$ cat src/rtl/core_debug_pkg.sv
// Shared encodings for the multi-core debug controller: command codes,
// error codes, FSM state encoding, register targets and command helpers.
package core_debug_pkg;

  // Host command codes
  localparam logic [3:0] CMD_READ_REG  = 4'h0;
  localparam logic [3:0] CMD_WRITE_REG = 4'h1;
  localparam logic [3:0] CMD_GO        = 4'h8;
  localparam logic [3:0] CMD_STEP      = 4'hA;
  localparam logic [3:0] CMD_STOP      = 4'hF;

  // Error codes returned in the response data word
  localparam logic [31:0] ERR_BAD_CMD      = 32'd1;
  localparam logic [31:0] ERR_BAD_CORE     = 32'd2;
  localparam logic [31:0] ERR_CORE_RUNNING = 32'd3;
  localparam logic [31:0] ERR_TIMEOUT      = 32'd4;

  // FSM state encoding
  localparam logic [1:0] ST_IDLE      = 2'd0;
  localparam logic [1:0] ST_CORE_WAIT = 2'd1;
  localparam logic [1:0] ST_REG_WAIT  = 2'd2;
  localparam logic [1:0] ST_RESP      = 2'd3;

  // Register target indices of the host debug target map
  localparam logic [7:0] TGT_GPR_FIRST = 8'h00;
  localparam logic [7:0] TGT_GPR_LAST  = 8'h1F;

  // Command fields captured at acceptance (core index is width-parameterised, kept separately)
  typedef struct packed {
    logic [3:0]  cmd;
    logic [7:0]  target;
    logic [31:0] wdata;
  } dbg_cmd_t;

  function automatic logic cmd_is_valid(input logic [3:0] cmd);
    return (cmd == CMD_READ_REG) || (cmd == CMD_WRITE_REG) || (cmd == CMD_GO) ||
           (cmd == CMD_STEP) || (cmd == CMD_STOP);
  endfunction

  function automatic logic cmd_is_reg(input logic [3:0] cmd);
    return (cmd == CMD_READ_REG) || (cmd == CMD_WRITE_REG);
  endfunction

  // Register access and single-step are only meaningful on a halted core
  function automatic logic cmd_needs_halt(input logic [3:0] cmd);
    return cmd_is_reg(cmd) || (cmd == CMD_STEP);
  endfunction

  // A core acknowledging STOP or STEP ends up halted; GO leaves it running
  function automatic logic cmd_leaves_halted(input logic [3:0] cmd);
    return (cmd == CMD_STOP) || (cmd == CMD_STEP);
  endfunction

endpackage

$ cat src/rtl/core_debug_timeout.sv
// Loadable saturating cycle counter with a terminal-count flag, used to
// bound how long the controller waits for a core or register-port ack.
module core_debug_timeout #(
  parameter int P_LIMIT = 1024,
  parameter int P_CNT_W = $clog2(P_LIMIT)
) (
  input  logic clk_i,
  input  logic rst_i,
  input  logic load_i,
  input  logic inc_i,
  output logic tc_o
);

  localparam logic [P_CNT_W-1:0] TC_VAL = P_CNT_W'(P_LIMIT - 1);

  logic [P_CNT_W-1:0] cnt_q, cnt_d;

  function automatic logic [P_CNT_W-1:0] sat_inc(input logic [P_CNT_W-1:0] v);
    return (v == TC_VAL) ? v : v + P_CNT_W'(1);
  endfunction

  // Load clears the count; otherwise count up and hold at terminal count
  always_comb begin
    cnt_d = cnt_q;
    if (load_i) begin
      cnt_d = '0;
    end else if (inc_i) begin
      cnt_d = sat_inc(cnt_q);
    end
  end

  // Count register
  always_ff @(posedge clk_i or posedge rst_i) begin
    if (rst_i) begin
      cnt_q <= '0;
    end else begin
      cnt_q <= cnt_d;
    end
  end

  assign tc_o = (cnt_q == TC_VAL);

endmodule

$ cat src/rtl/core_debug_mc.sv
// Multi-core debug controller: accepts one host command at a time, runs the
// run-control or register-access handshake for the addressed core, and
// returns exactly one response (data or coded error) per command.
module core_debug_mc
  import core_debug_pkg::*;
#(
  parameter int P_CORE_NUM    = 4,
  parameter int P_CORE_W      = (P_CORE_NUM > 1) ? $clog2(P_CORE_NUM) : 1,
  parameter int P_ACK_TIMEOUT = 1024
) (
  input  logic                  iCLOCK,
  input  logic                  iRESET,
  input  logic                  iCMD_REQ,
  output logic                  oCMD_BUSY,
  input  logic [3:0]            iCMD_COMMAND,
  input  logic [P_CORE_W-1:0]   iCMD_CORE,
  input  logic [7:0]            iCMD_TARGET,
  input  logic [31:0]           iCMD_DATA,
  output logic                  oRESP_VALID,
  output logic                  oRESP_ERROR,
  output logic [31:0]           oRESP_DATA,
  output logic [P_CORE_NUM-1:0] oDEBUG_CORE_REQ,
  output logic                  oDEBUG_CORE_STOP,
  output logic                  oDEBUG_CORE_START,
  output logic                  oDEBUG_CORE_STEP,
  input  logic [P_CORE_NUM-1:0] iDEBUG_CORE_ACK,
  output logic [P_CORE_NUM-1:0] oCORE_HALTED,
  output logic                  oREG_REQ,
  output logic                  oREG_WRITE,
  output logic [P_CORE_W-1:0]   oREG_CORE,
  output logic [7:0]            oREG_TARGET,
  output logic [31:0]           oREG_WDATA,
  input  logic                  iREG_ACK,
  input  logic [31:0]           iREG_RDATA
);

  logic [1:0]            state_q, state_d;
  logic [P_CORE_NUM-1:0] halted_q, halted_d;
  logic                  resp_err_q, resp_err_d;
  logic [31:0]           resp_data_q, resp_data_d;
  dbg_cmd_t              cap_q;
  logic [P_CORE_W-1:0]   core_q;

  logic accept, in_core, in_reg, tc, core_ok, core_halted, ack_sel;

  assign accept  = (state_q == ST_IDLE) && iCMD_REQ;
  assign in_core = (state_q == ST_CORE_WAIT);
  assign in_reg  = (state_q == ST_REG_WAIT);
  assign core_ok = (int'(iCMD_CORE) < P_CORE_NUM);

  // Halted status of the requested core; out-of-range indices read as running
  always_comb begin
    core_halted = 1'b0;
    for (int c = 0; c < P_CORE_NUM; c++) begin
      if (int'(iCMD_CORE) == c) core_halted = halted_q[c];
    end
  end

  // Only the captured core's ack bit is observed
  always_comb begin
    ack_sel = 1'b0;
    for (int c = 0; c < P_CORE_NUM; c++) begin
      if (int'(core_q) == c) ack_sel = iDEBUG_CORE_ACK[c];
    end
  end

  // Wait-state counter restarts from zero on every entry into a wait state
  core_debug_timeout #(.P_LIMIT(P_ACK_TIMEOUT)) u_timeout (
    .clk_i  (iCLOCK),
    .rst_i  (iRESET),
    .load_i (!(in_core || in_reg)),
    .inc_i  (in_core || in_reg),
    .tc_o   (tc)
  );

  // Next-state, halted tracking and response word; an ack beats the timeout
  always_comb begin
    state_d     = state_q;
    halted_d    = halted_q;
    resp_err_d  = resp_err_q;
    resp_data_d = resp_data_q;
    case (state_q)
      ST_IDLE: begin
        if (iCMD_REQ) begin
          if (!core_ok) begin
            state_d = ST_RESP; resp_err_d = 1'b1; resp_data_d = ERR_BAD_CORE;
          end else if (!cmd_is_valid(iCMD_COMMAND)) begin
            state_d = ST_RESP; resp_err_d = 1'b1; resp_data_d = ERR_BAD_CMD;
          end else if (cmd_needs_halt(iCMD_COMMAND) && !core_halted) begin
            state_d = ST_RESP; resp_err_d = 1'b1; resp_data_d = ERR_CORE_RUNNING;
          end else if (cmd_is_reg(iCMD_COMMAND)) begin
            state_d = ST_REG_WAIT;
          end else begin
            state_d = ST_CORE_WAIT;
          end
        end
      end
      ST_CORE_WAIT: begin
        if (ack_sel) begin
          state_d = ST_RESP; resp_err_d = 1'b0; resp_data_d = '0;
          for (int c = 0; c < P_CORE_NUM; c++) begin
            if (int'(core_q) == c) halted_d[c] = cmd_leaves_halted(cap_q.cmd);
          end
        end else if (tc) begin
          state_d = ST_RESP; resp_err_d = 1'b1; resp_data_d = ERR_TIMEOUT;
        end
      end
      ST_REG_WAIT: begin
        if (iREG_ACK) begin
          state_d     = ST_RESP;
          resp_err_d  = 1'b0;
          resp_data_d = (cap_q.cmd == CMD_WRITE_REG) ? 32'd0 : iREG_RDATA;
        end else if (tc) begin
          state_d = ST_RESP; resp_err_d = 1'b1; resp_data_d = ERR_TIMEOUT;
        end
      end
      ST_RESP: state_d = ST_IDLE;
      default: state_d = ST_IDLE;
    endcase
  end

  // Control state; reset abandons any handshake in flight without a response
  always_ff @(posedge iCLOCK or posedge iRESET) begin
    if (iRESET) begin
      state_q     <= ST_IDLE;
      halted_q    <= '0;
      resp_err_q  <= 1'b0;
      resp_data_q <= '0;
    end else begin
      state_q     <= state_d;
      halted_q    <= halted_d;
      resp_err_q  <= resp_err_d;
      resp_data_q <= resp_data_d;
    end
  end

  // Command fields captured on acceptance; outputs using them are state-gated
  always_ff @(posedge iCLOCK) begin
    if (accept) begin
      cap_q.cmd    <= iCMD_COMMAND;
      cap_q.target <= iCMD_TARGET;
      cap_q.wdata  <= iCMD_DATA;
      core_q       <= iCMD_CORE;
    end
  end

  // Run-control request: one-hot on the captured core while waiting for its ack
  always_comb begin
    oDEBUG_CORE_REQ = '0;
    for (int c = 0; c < P_CORE_NUM; c++) begin
      oDEBUG_CORE_REQ[c] = in_core && (int'(core_q) == c);
    end
  end

  assign oDEBUG_CORE_STOP  = in_core && (cap_q.cmd == CMD_STOP);
  assign oDEBUG_CORE_START = in_core && (cap_q.cmd == CMD_GO);
  assign oDEBUG_CORE_STEP  = in_core && (cap_q.cmd == CMD_STEP);

  assign oREG_REQ    = in_reg;
  assign oREG_WRITE  = in_reg && (cap_q.cmd == CMD_WRITE_REG);
  assign oREG_CORE   = in_reg ? core_q : '0;
  assign oREG_TARGET = in_reg ? cap_q.target : 8'd0;
  assign oREG_WDATA  = in_reg ? cap_q.wdata : 32'd0;

  assign oCMD_BUSY    = (state_q != ST_IDLE);
  assign oRESP_VALID  = (state_q == ST_RESP);
  assign oRESP_ERROR  = (state_q == ST_RESP) && resp_err_q;
  assign oRESP_DATA   = resp_data_q;
  assign oCORE_HALTED = halted_q;

endmodule

$ cat config.mk
export PLATFORM = sky130hd
export DESIGN_NAME = core_debug_mc
export DESIGN_NICKNAME = d
export VERILOG_FILES = /design/src/rtl/core_debug_pkg.sv /design/src/rtl/core_debug_timeout.sv /design/src/rtl/core_debug_mc.sv
export SDC_FILE = /design/constraint.sdc
export NUM_CORES = 1
export LEC_CHECK = 0
export CORE_MARGIN = 2
export CORE_UTILIZATION = 39
export CTS_BUF_LIST = sky130_fd_sc_hd__clkbuf_4 sky130_fd_sc_hd__clkbuf_8 sky130_fd_sc_hd__clkbuf_16
export DETAILED_ROUTE_END_ITERATION = 16
export GPL_ROUTABILITY_DRIVEN = 0
export GPL_TIMING_DRIVEN = 0
export PLACE_DENSITY_LB_ADDON = 0.3
export RECOVER_POWER = 50
export SYNTH_ARGS = -nofsm -noshare
export SYNTH_HDL_FRONTEND = slang
export SYNTH_SLANG_ARGS = --single-unit
$ cat constraint.sdc
create_clock -name iCLOCK -period 2.3 [get_ports iCLOCK]
set_input_delay 0.46 -clock iCLOCK [delete_from_list [all_inputs] [get_ports iCLOCK]]
set_output_delay 0.46 -clock iCLOCK [all_outputs]
set_load 0.1 [all_outputs]
==> results.cfg <==
[timing]
relSlewSlack_pct = 33.2
timing.fmax_mhz = 442
period_share_pct = 98.4
final-hold-violation-count = 0
finalSetupTns_ps = 0
setup_viol = 0
worst_pin_slew_ps = 1010
finalCriticalPeriod_ps = 2260
drv_slew = 0
clock_skew_ps = 7.40

[route]
via_count = 3873
routed.top_layer = met4
routed_wl_microns = 12900
met1_length_microns = 5230
wl_per_cell_microns = 17.7
drcViolationCount = 0
wl_met2_microns = 6380
final_antenna_net_count = 0
route.met3.wl_microns = 1200
drtPass1Iterations = 7
drtIter0Drc = 240
via_per_inst = 5.31

[floorplan]
dieArea_sq_um = 12200
rows = 38
die_w_microns = 110
ios = 176
die_h_microns = 110
start_util_pct = 40.4
core_area_sq_um = 10900

[logic_synthesis]
ys_seq_area_share_pct = 59.1
synth_ff_type = dfrtp_1
synth_edf_count = 46
netlist_area_sq_um = 4410
synth.avg_cell_area_sq_um = 11.3
synth_cell_types = 52
synth_nets = 481
syn_inst = 389
synthArstFlopShare_pct = 51.6
synth_seq_cells = 95
ys_warn_count = 0

[setup_path]
worstSetupPathType = in -> reg
startpoint_type = input pin
cp-end-kind = flip-flop
cp_max_fo = 10
required_ps = 2520
ff2ff_path_depth = 5
worstPathArrival_ps = 2490

[pwr]
p_total_mw = 11.4
comb_power_share_pct = 64.9
switching_share_pct = 53.7
internal_power_mw = 5.26
p_clk_share_pct = 13.6
p_sw_mw = 6.11
p_per_area_nw_per_um2 = 1560
leakage_nw = 3.23
ir_drop_mv = 1.06
p_seq_share_pct = 21.5

[cells_and_area]
fill_cells = 817
syn2layout_area_growth_pct = 65.3
layout.nets = 674
seq_area_sq_um = 2610
drive_gt1_share_pct = 30.0
multi_input_area_sq_um = 1920

[clocking]
h-tree-depth = 3
clk_pin_slew_worst_paths_ps = 70
cts_tree = done
clkLatencyLatePin_ps = 340
cts_made_buffers = 9
cts_root_buf = clkbuf_16
cts.sinks = 95
postCtsHoldBufs = 0
clk_path_buf_depth = 2

[outcome]
outcome = finished, final reports clean

[placement]
portBuffers = 175
hpwlAfterDp_microns = 9470

[global_routing]
grt_pass1_vias = 3866
overflow = 0
grt_max_degree = 42
gr-usage-all-layers_pct = 21.0
grt_pass1_wl_microns = 19500
antenna_found_initial = 3

[run]
cap_violations = 0

[hold_path]
hold_class = reg -> reg
hold_depth = 1
## power groups by stage
stage	sequential [mW]	combinational (mW)	clock [mW]
floorplan	3.81	3.95	0
finish	2.44	7.39	1.55
detailed placement	2.47	6.93	0
global route	2.48	7.74	1.64
CTS	2.42	7.24	1.57
global placement	2.47	6.81	0
## metal layers
metal	vias up	global-route usage, %
li1	1807	-
met1	1876	25.9
met2	175	35.7
met3	15	6.76
met4	0	5.54
met5	-	0
## layout make-up
class	instances	share of cell area, %
flip-flops and latches	95	35.8
repair buffers	185	28.0
multi-input cells	265	26.3
clock buffers	11	3.38
plain buffers	18	2.66
well taps	140	2.40
clock inverters	5	0.874
inverters	8	0.446
diodes	3	0.103
## cell usage after synthesis, types with 4 or more instances
cell type	n	area share, %
mux2_2	4	1.0
a21oi_1	34	3.9
nand2_1	12	1.0
xnor2_1	4	0.79
inv_1	8	0.68
a21boi_1	4	0.68
o21ai_1	15	1.7
edfxtp_1	46	31
clkbuf_1	12	1.0
and3_1	4	0.57
buf_2	6	0.68
nand3_1	18	2.0
nor3_1	7	0.79
o21ai_0	27	3.1
a21boi_0	6	1.0
nor2_1	22	1.9
ha_1	6	1.7
dfrtp_1	49	28
a22o_1	17	3.4
and2_1	44	6.2
## registers in the layout, summed over array words and instances (netlist names)
register / flops
cap_q: 44
core_q: 2
oCORE_HALTED: 4
oRESP_DATA: 32
resp_err_q: 1
state_q: 2
u_timeout.cnt_q: 10
## metrics by stage
stage                     std cells  area, sq um  setup slack, ps  util [%]  hold WS [ps]
after CTS                       726         7180            -67.6      65.6           429
after global placement          704         6550             -941      59.9           472
after global routing            729         7300            -15.7      66.7           511
final                           730         7300             36.6      66.7           495
after floorplan                 389         4620             -333         -           483
after detailed placement        706         6590             -975      60.3           481
## cell usage in the layout (no fill, tap or decap), types with 10 or more instances in the layout
cell and count:
and2_4 41, nand2_1 11, dlymetal6s2s_1 11, a21oi_1 34, dlygate4sd2_1 25, nand3_1 17
a22o_1 17, clkdlybuf4s50_1 40, buf_6 10, edfxtp_1 46, buf_8 38, clkbuf_16 10
nor2_1 19, o21ai_1 16, o21ai_0 25, dfrtp_1 45, buf_4 12, dlygate4sd3_1 45
## final timing paths
check	startpoint	slack [ps]	end
min in group asynchronous	iRESET	650	oCORE_HALTED[2]$_DFFE_PP0P_
min reg2reg	oRESP_DATA[31]$_DFFE_PP0P_	490	oRESP_DATA[31]$_DFFE_PP0P_
max in group asynchronous	iRESET	350	oCORE_HALTED[1]$_DFFE_PP0P_
max	iCMD_COMMAND[3]	40	oRESP_DATA[10]$_DFFE_PP0P_
max reg2reg	core_q[0]$_DFFE_PP_	140	oRESP_DATA[9]$_DFFE_PP0P_
min	oRESP_DATA[31]$_DFFE_PP0P_	490	oRESP_DATA[31]$_DFFE_PP0P_
## cell families after synthesis
family	after synthesis	share of synthesized area, %
buffers and inverters	29	3.06
adders and majority gates	6	1.70
xor gates and xnor gates	5	0.992
muxes	7	2.27
AOI/OAI and AO/OA	120	17.1
DFF	95	59.1
and+or+nand+nor	127	15.8
## worst max-delay path, cell delays in order
cell,delay [ps]
dlygate4sd3_1,710
mux2i_1,300
a32oi_2,120
o21a_2,300
and3_1,210
buf_6,150
a22o_1,220
## repair_timing
item | 4_1_cts | 5_1_grt
cloned | 0 | 0
buffers inserted | 5 | 3
resized for setup | 440 | 43
setup endpoints to repair | 110 | 91
pin swaps | 3 | 1
(Power assumes the default switching activity.)
